==> src/rtl/wtm_mac_accum.sv <==
// Multiply-accumulate stage behind the 5x5 Wallace tree multiplier: sums LEN products
// into one result behind a valid/ready handshake. Define WTM_MAC_SAT_EN for saturation.
module wtm_mac_accum #(
    parameter int PROD_W = 10,
    parameter int ACC_W  = 16,
    parameter int LEN    = 4,
    parameter int CNT_W  = 8
) (
    input  logic              clock,
    input  logic              reset,
    input  logic              in_valid,
    output logic              in_ready,
    input  logic [PROD_W-1:0] product,
    input  logic              product_cout,
    input  logic              clear,
    output logic              out_valid,
    input  logic              out_ready,
    output logic [ACC_W-1:0]  out_sum,
    output logic              out_overflow,
    output logic              out_cout_err,
    output logic              busy
);

    typedef enum logic [1:0] {
        IDLE,
        ACCUM,
        HOLD
    } state_t;

    state_t             state_q, state_d;
    logic [ACC_W-1:0]   acc_q, acc_d;
    logic [CNT_W-1:0]   count_q, count_d;
    logic               ovf_q, ovf_d;
    logic               cerr_q, cerr_d;
    logic               out_valid_q, out_valid_d;
    logic [ACC_W-1:0]   out_sum_q, out_sum_d;

    logic [ACC_W:0]     sum_full;
    logic [ACC_W-1:0]   acc_next;
    logic [CNT_W-1:0]   count_inc;
    logic               accept;

    // The extra top bit of sum_full is the carry out of bit ACC_W-1.
    assign sum_full  = {1'b0, acc_q} + (ACC_W+1)'(product);
    assign count_inc = count_q + CNT_W'(1);
`ifdef WTM_MAC_SAT_EN
    assign acc_next  = sum_full[ACC_W] ? {ACC_W{1'b1}} : sum_full[ACC_W-1:0];
`else
    assign acc_next  = sum_full[ACC_W-1:0];
`endif

    assign in_ready     = (state_q != HOLD);
    assign accept       = in_valid && in_ready && !clear;
    assign busy         = (state_q != IDLE);
    assign out_valid    = out_valid_q;
    assign out_sum      = out_sum_q;
    assign out_overflow = ovf_q;
    assign out_cout_err = cerr_q;

    // Priority is clear, then the output handshake, then accepting a beat.
    always_comb begin
        state_d     = state_q;
        acc_d       = acc_q;
        count_d     = count_q;
        ovf_d       = ovf_q;
        cerr_d      = cerr_q;
        out_valid_d = out_valid_q;
        out_sum_d   = out_sum_q;

        if (clear || (state_q == HOLD && out_ready)) begin
            state_d     = IDLE;
            acc_d       = '0;
            count_d     = '0;
            ovf_d       = 1'b0;
            cerr_d      = 1'b0;
            out_valid_d = 1'b0;
        end else if (accept) begin
            acc_d   = acc_next;
            count_d = count_inc;
            ovf_d   = ovf_q | sum_full[ACC_W];
            cerr_d  = cerr_q | product_cout;
            if (count_inc == CNT_W'(LEN)) begin
                state_d     = HOLD;
                out_valid_d = 1'b1;
                out_sum_d   = acc_next;
            end else begin
                state_d = ACCUM;
            end
        end
    end

    always_ff @(posedge clock or posedge reset) begin
        if (reset) begin
            state_q     <= IDLE;
            acc_q       <= '0;
            count_q     <= '0;
            ovf_q       <= 1'b0;
            cerr_q      <= 1'b0;
            out_valid_q <= 1'b0;
            out_sum_q   <= '0;
        end else begin
            state_q     <= state_d;
            acc_q       <= acc_d;
            count_q     <= count_d;
            ovf_q       <= ovf_d;
            cerr_q      <= cerr_d;
            out_valid_q <= out_valid_d;
            out_sum_q   <= out_sum_d;
        end
    end

endmodule

==> config.mk <==
export PLATFORM = sky130hd
export DESIGN_NAME = wtm_mac_accum
export DESIGN_NICKNAME = d
export VERILOG_FILES = /design/src/rtl/wtm_mac_accum.sv
export SDC_FILE = /design/constraint.sdc
export NUM_CORES = 1
export LEC_CHECK = 0
export CAP_MARGIN = 40
export CORE_ASPECT_RATIO = 0.6
export CORE_UTILIZATION = 25
export DETAILED_ROUTE_END_ITERATION = 10
export PLACE_DENSITY = 0.44
export SLEW_MARGIN = 20
export SYNTH_ARGS = -nofsm -noshare
export SYNTH_HDL_FRONTEND = slang
export SYNTH_SLANG_ARGS = --single-unit
==> constraint.sdc <==
create_clock -name clock -period 2.4 [get_ports clock]
set_input_delay 0.24 -clock clock [delete_from_list [all_inputs] [get_ports clock]]
set_output_delay 0.24 -clock clock [all_outputs]
set_load 0.02 [all_outputs]
==> metrics <==
grt ovf 0; reg2reg setup slack 0.15 ns; Yosys warning total 0; Reg-to-Reg Start acc_q[4]$_DFFE_PP0N_; post-synthesis mux area share 1.856%; Row Count 27; P_leak 1.468 nW; pre-CTS setup slack -0.2278 ns; Worst Path Arrival 2.46 ns; Post-CTS Setup Bufs 0; global-route wire length before repair 10.47 mm; syn_area_per_cell 9.671 um2; number of global-route vias before repair 1946; async set or reset register ratio after synthesis 100.0%; Final Hold Vio Count 0; Vias/cell around 4.8; final HPWL from detailed placement 4.761 mm; final setup TNS 0 ns; CP max FO 6; final worst path period share 93.93%; fill count 959; clock root buffer clkbuf_16; area grow syn2layout 35.82%; die area slightly above 10000 um2; CTS H-tree depth 2; Main synth FF type dfrtp_1; Clock Latency Late Sink just under 0.3 ns; post-synth net total 279; simple-gate portion of the synthesized area 16.60%; number of flops mapped to enable cells by yosys 0; DR WL met2 2.440 mm; share of cells above drive strength 1 16.08%; GRT Overall Usage 13.85%; DRT iter0 DRCs approximately 140; Final Routed Wirelength ~6.7 mm; DR WL met3 between 300 and 400 um; M1 WL a little under 4 mm; Design Power around 2.8 mW; RSZ-0062 raised after global routing no; vias about 2100; Final Setup Violations 0; antenna diode count 0; Synth Area in Adders 6.495%; synth unique cells a little under 50; Power Density ~840 nW/um2; CTS tree built; worst path required time 2.60 ns; Worst setup EP type flop; Reg2Reg Depth 7; Ports 37; largest net degree at the start of global routing 46; peak supply drop 0.0004179 V; Worst-path clk slew 0.07 ns; gpl congestion approximately 0.73; final worst slack 0.1457 ns; Clock Skew 0.005572 ns; initial antenna violation count 0; Max Root-Sink Buffers 2; number of port buffers 36; FF+latch count, synth between 40 and 50; fin nets 338; # DRC 0; Cell Area, Synth 2427 um2; CTS sink count 45; Avg WL per Cell 15.17 um; Slew Limit Fails 0; CP startpoint kind primary input; status completed; Worst slew margin approximately three fifths; max-cap violations 0; DIE WIDTH 129.2 um; initial core utilization 26.13%; die height 78.33 um; Synth Area in XOR/XNOR 3.969%; Tmin final 2.254 ns; Core Box Area 9290 um2; Synth Instances 251; Worst-Margin Slew roughly 0.6 ns; DR pass1 iterations 4; Max Clk Rate 0.4436 GHz; Seq/Total Area, Yosys between 40% and 50%; Critical Path Source product[8]; r2r endpoint out_sum[9]$_DFFE_PP0P_; TritonCTS buffer count 5; largest family of logic cells by synthesized area compound AO/OA/AOI/OAI gates; hold crit path type primary input to async pin; uppermost layer routed met4; antenna-violating nets left 0; CP Class primary input to flop; Synth Area in Compound Gates 21.39%
## cell usage after synthesis, types with 2 or more instances
master / number / area [um2]
dfrtp_1: 45 / 1126
nand2_1: 33 / 123.9
o21ai_0: 18 / 90.09
nor2_1: 17 / 63.81
a31oi_1: 13 / 81.33
a21oi_1: 12 / 60.06
ha_1: 11 / 137.6
a22o_1: 10 / 87.58
nand3_1: 9 / 45.04
xnor2_1: 7 / 61.31
clkbuf_1: 6 / 22.52
inv_1: 6 / 22.52
o211ai_1: 5 / 37.54
or4_1: 5 / 37.54
a21o_1: 4 / 30.03
mux2_2: 4 / 45.04
nand4_1: 4 / 25.02
or3_1: 4 / 25.02
xor2_1: 4 / 35.03
a211oi_1: 2 / 15.01
buf_4: 2 / 15.01
nor3_1: 2 / 10.01
nor4_1: 2 / 12.51
## through the flow
step           utilization (%)  area [um2]  hold WS [ns]  std cells
6_report                 35.49        3297        0.4324        441
5_1_grt                  35.49        3297        0.4909        441
4_1_cts                  35.38        3287        0.4592        441
3_5_place_dp             33.52        3114        0.4624        433
3_3_place_gp             33.52        3114        0.4602        433
2_1_floorplan                -        2427        0.3135        251
## per-layer routing
| metal | global-route usage, % | vias up |
|---|---|---|
| li1 | - | 1044 |
| met1 | 22.49 | 1010 |
| met2 | 17.04 | 54 |
| met3 | 4.022 | 5 |
| met4 | 2.824 | 0 |
| met5 | 0 | - |
## power breakdown
| group | internal, mW | switching, mW | total [mW] |
|---|---|---|---|
| clock | 0.521 | 0.300 | 0.821 |
| sequential | 0.885 | 0.0947 | 0.980 |
| combinational | 0.481 | 0.503 | 0.985 |
| total | 1.89 | 0.898 | 2.79 |
## cells in the final DEF (no fill, tap or decap), types with 5 or more instances in the layout
cell type	n
dfrtp_1	45
clkdlybuf4s50_1	36
nand2_1	33
buf_4	25
o21ai_0	18
nor2_1	17
a31oi_1	13
a21oi_1	11
ha_1	11
a22o_1	10
nand3_1	9
xnor2_1	7
inv_1	5
or4_1	5
o211ai_1	5
clkbuf_16	5
## worst max-delay path, stage by stage
cell and delay, ns:
clkdlybuf4s50_1 0.47, ha_1 0.34, nand4_1 0.12, or3_1 0.41, a31o_1 0.26, or4_1 0.51, o211ai_1 0.10
## sequential cells by signal, indices dropped and copies added, names as in the netlist
| signal | flops |
|---|---|
| out_valid | 1 |
| out_overflow | 1 |
| state_q | 2 |
| count_q | 8 |
| out_sum | 16 |
| acc_q | 16 |
| out_cout_err | 1 |
## worst max path at each step
| stage | end | slack (ns) |
|---|---|---|
| floorplan | out_sum[8]$_DFFE_PP0P_ | 0.14 |
| global placement | out_sum[8]$_DFFE_PP0P_ | -0.24 |
| detailed placement | acc_q[8]$_DFFE_PP0N_ | -0.23 |
| CTS | out_sum[8]$_DFFE_PP0P_ | 0.03 |
| global route | out_sum[8]$_DFFE_PP0P_ | 0.01 |
| finish | out_sum[12]$_DFFE_PP0P_ | 0.15 |
## repair_timing
item | CTS | global route
hold buffers | 0 | 0
setup endpoints to repair | 0 | 3
gates resized for setup | 0 | 3
## area by class of cell
class | count | area (um2) | area share, %
clock buffers | 7 | 142.6 | 4.326
well taps | 130 | 162.7 | 4.934
repair buffers | 62 | 568.0 | 17.23
flip-flops and latches | 45 | 1126 | 34.16
multi-input cells | 189 | 1241 | 37.65
inverters | 7 | 26.28 | 0.7970
clock inverters | 1 | 30.03 | 0.9108
## cell families after synthesis
kind of cell	count (synthesis)
and+or+nand+nor	85
AOI/OAI and AO/OA	77
DFF	45
buffers and inverters	17
adders and majority gates	12
xor gates and xnor gates	11
muxes	4
Power figures use the tool's default switching activity.
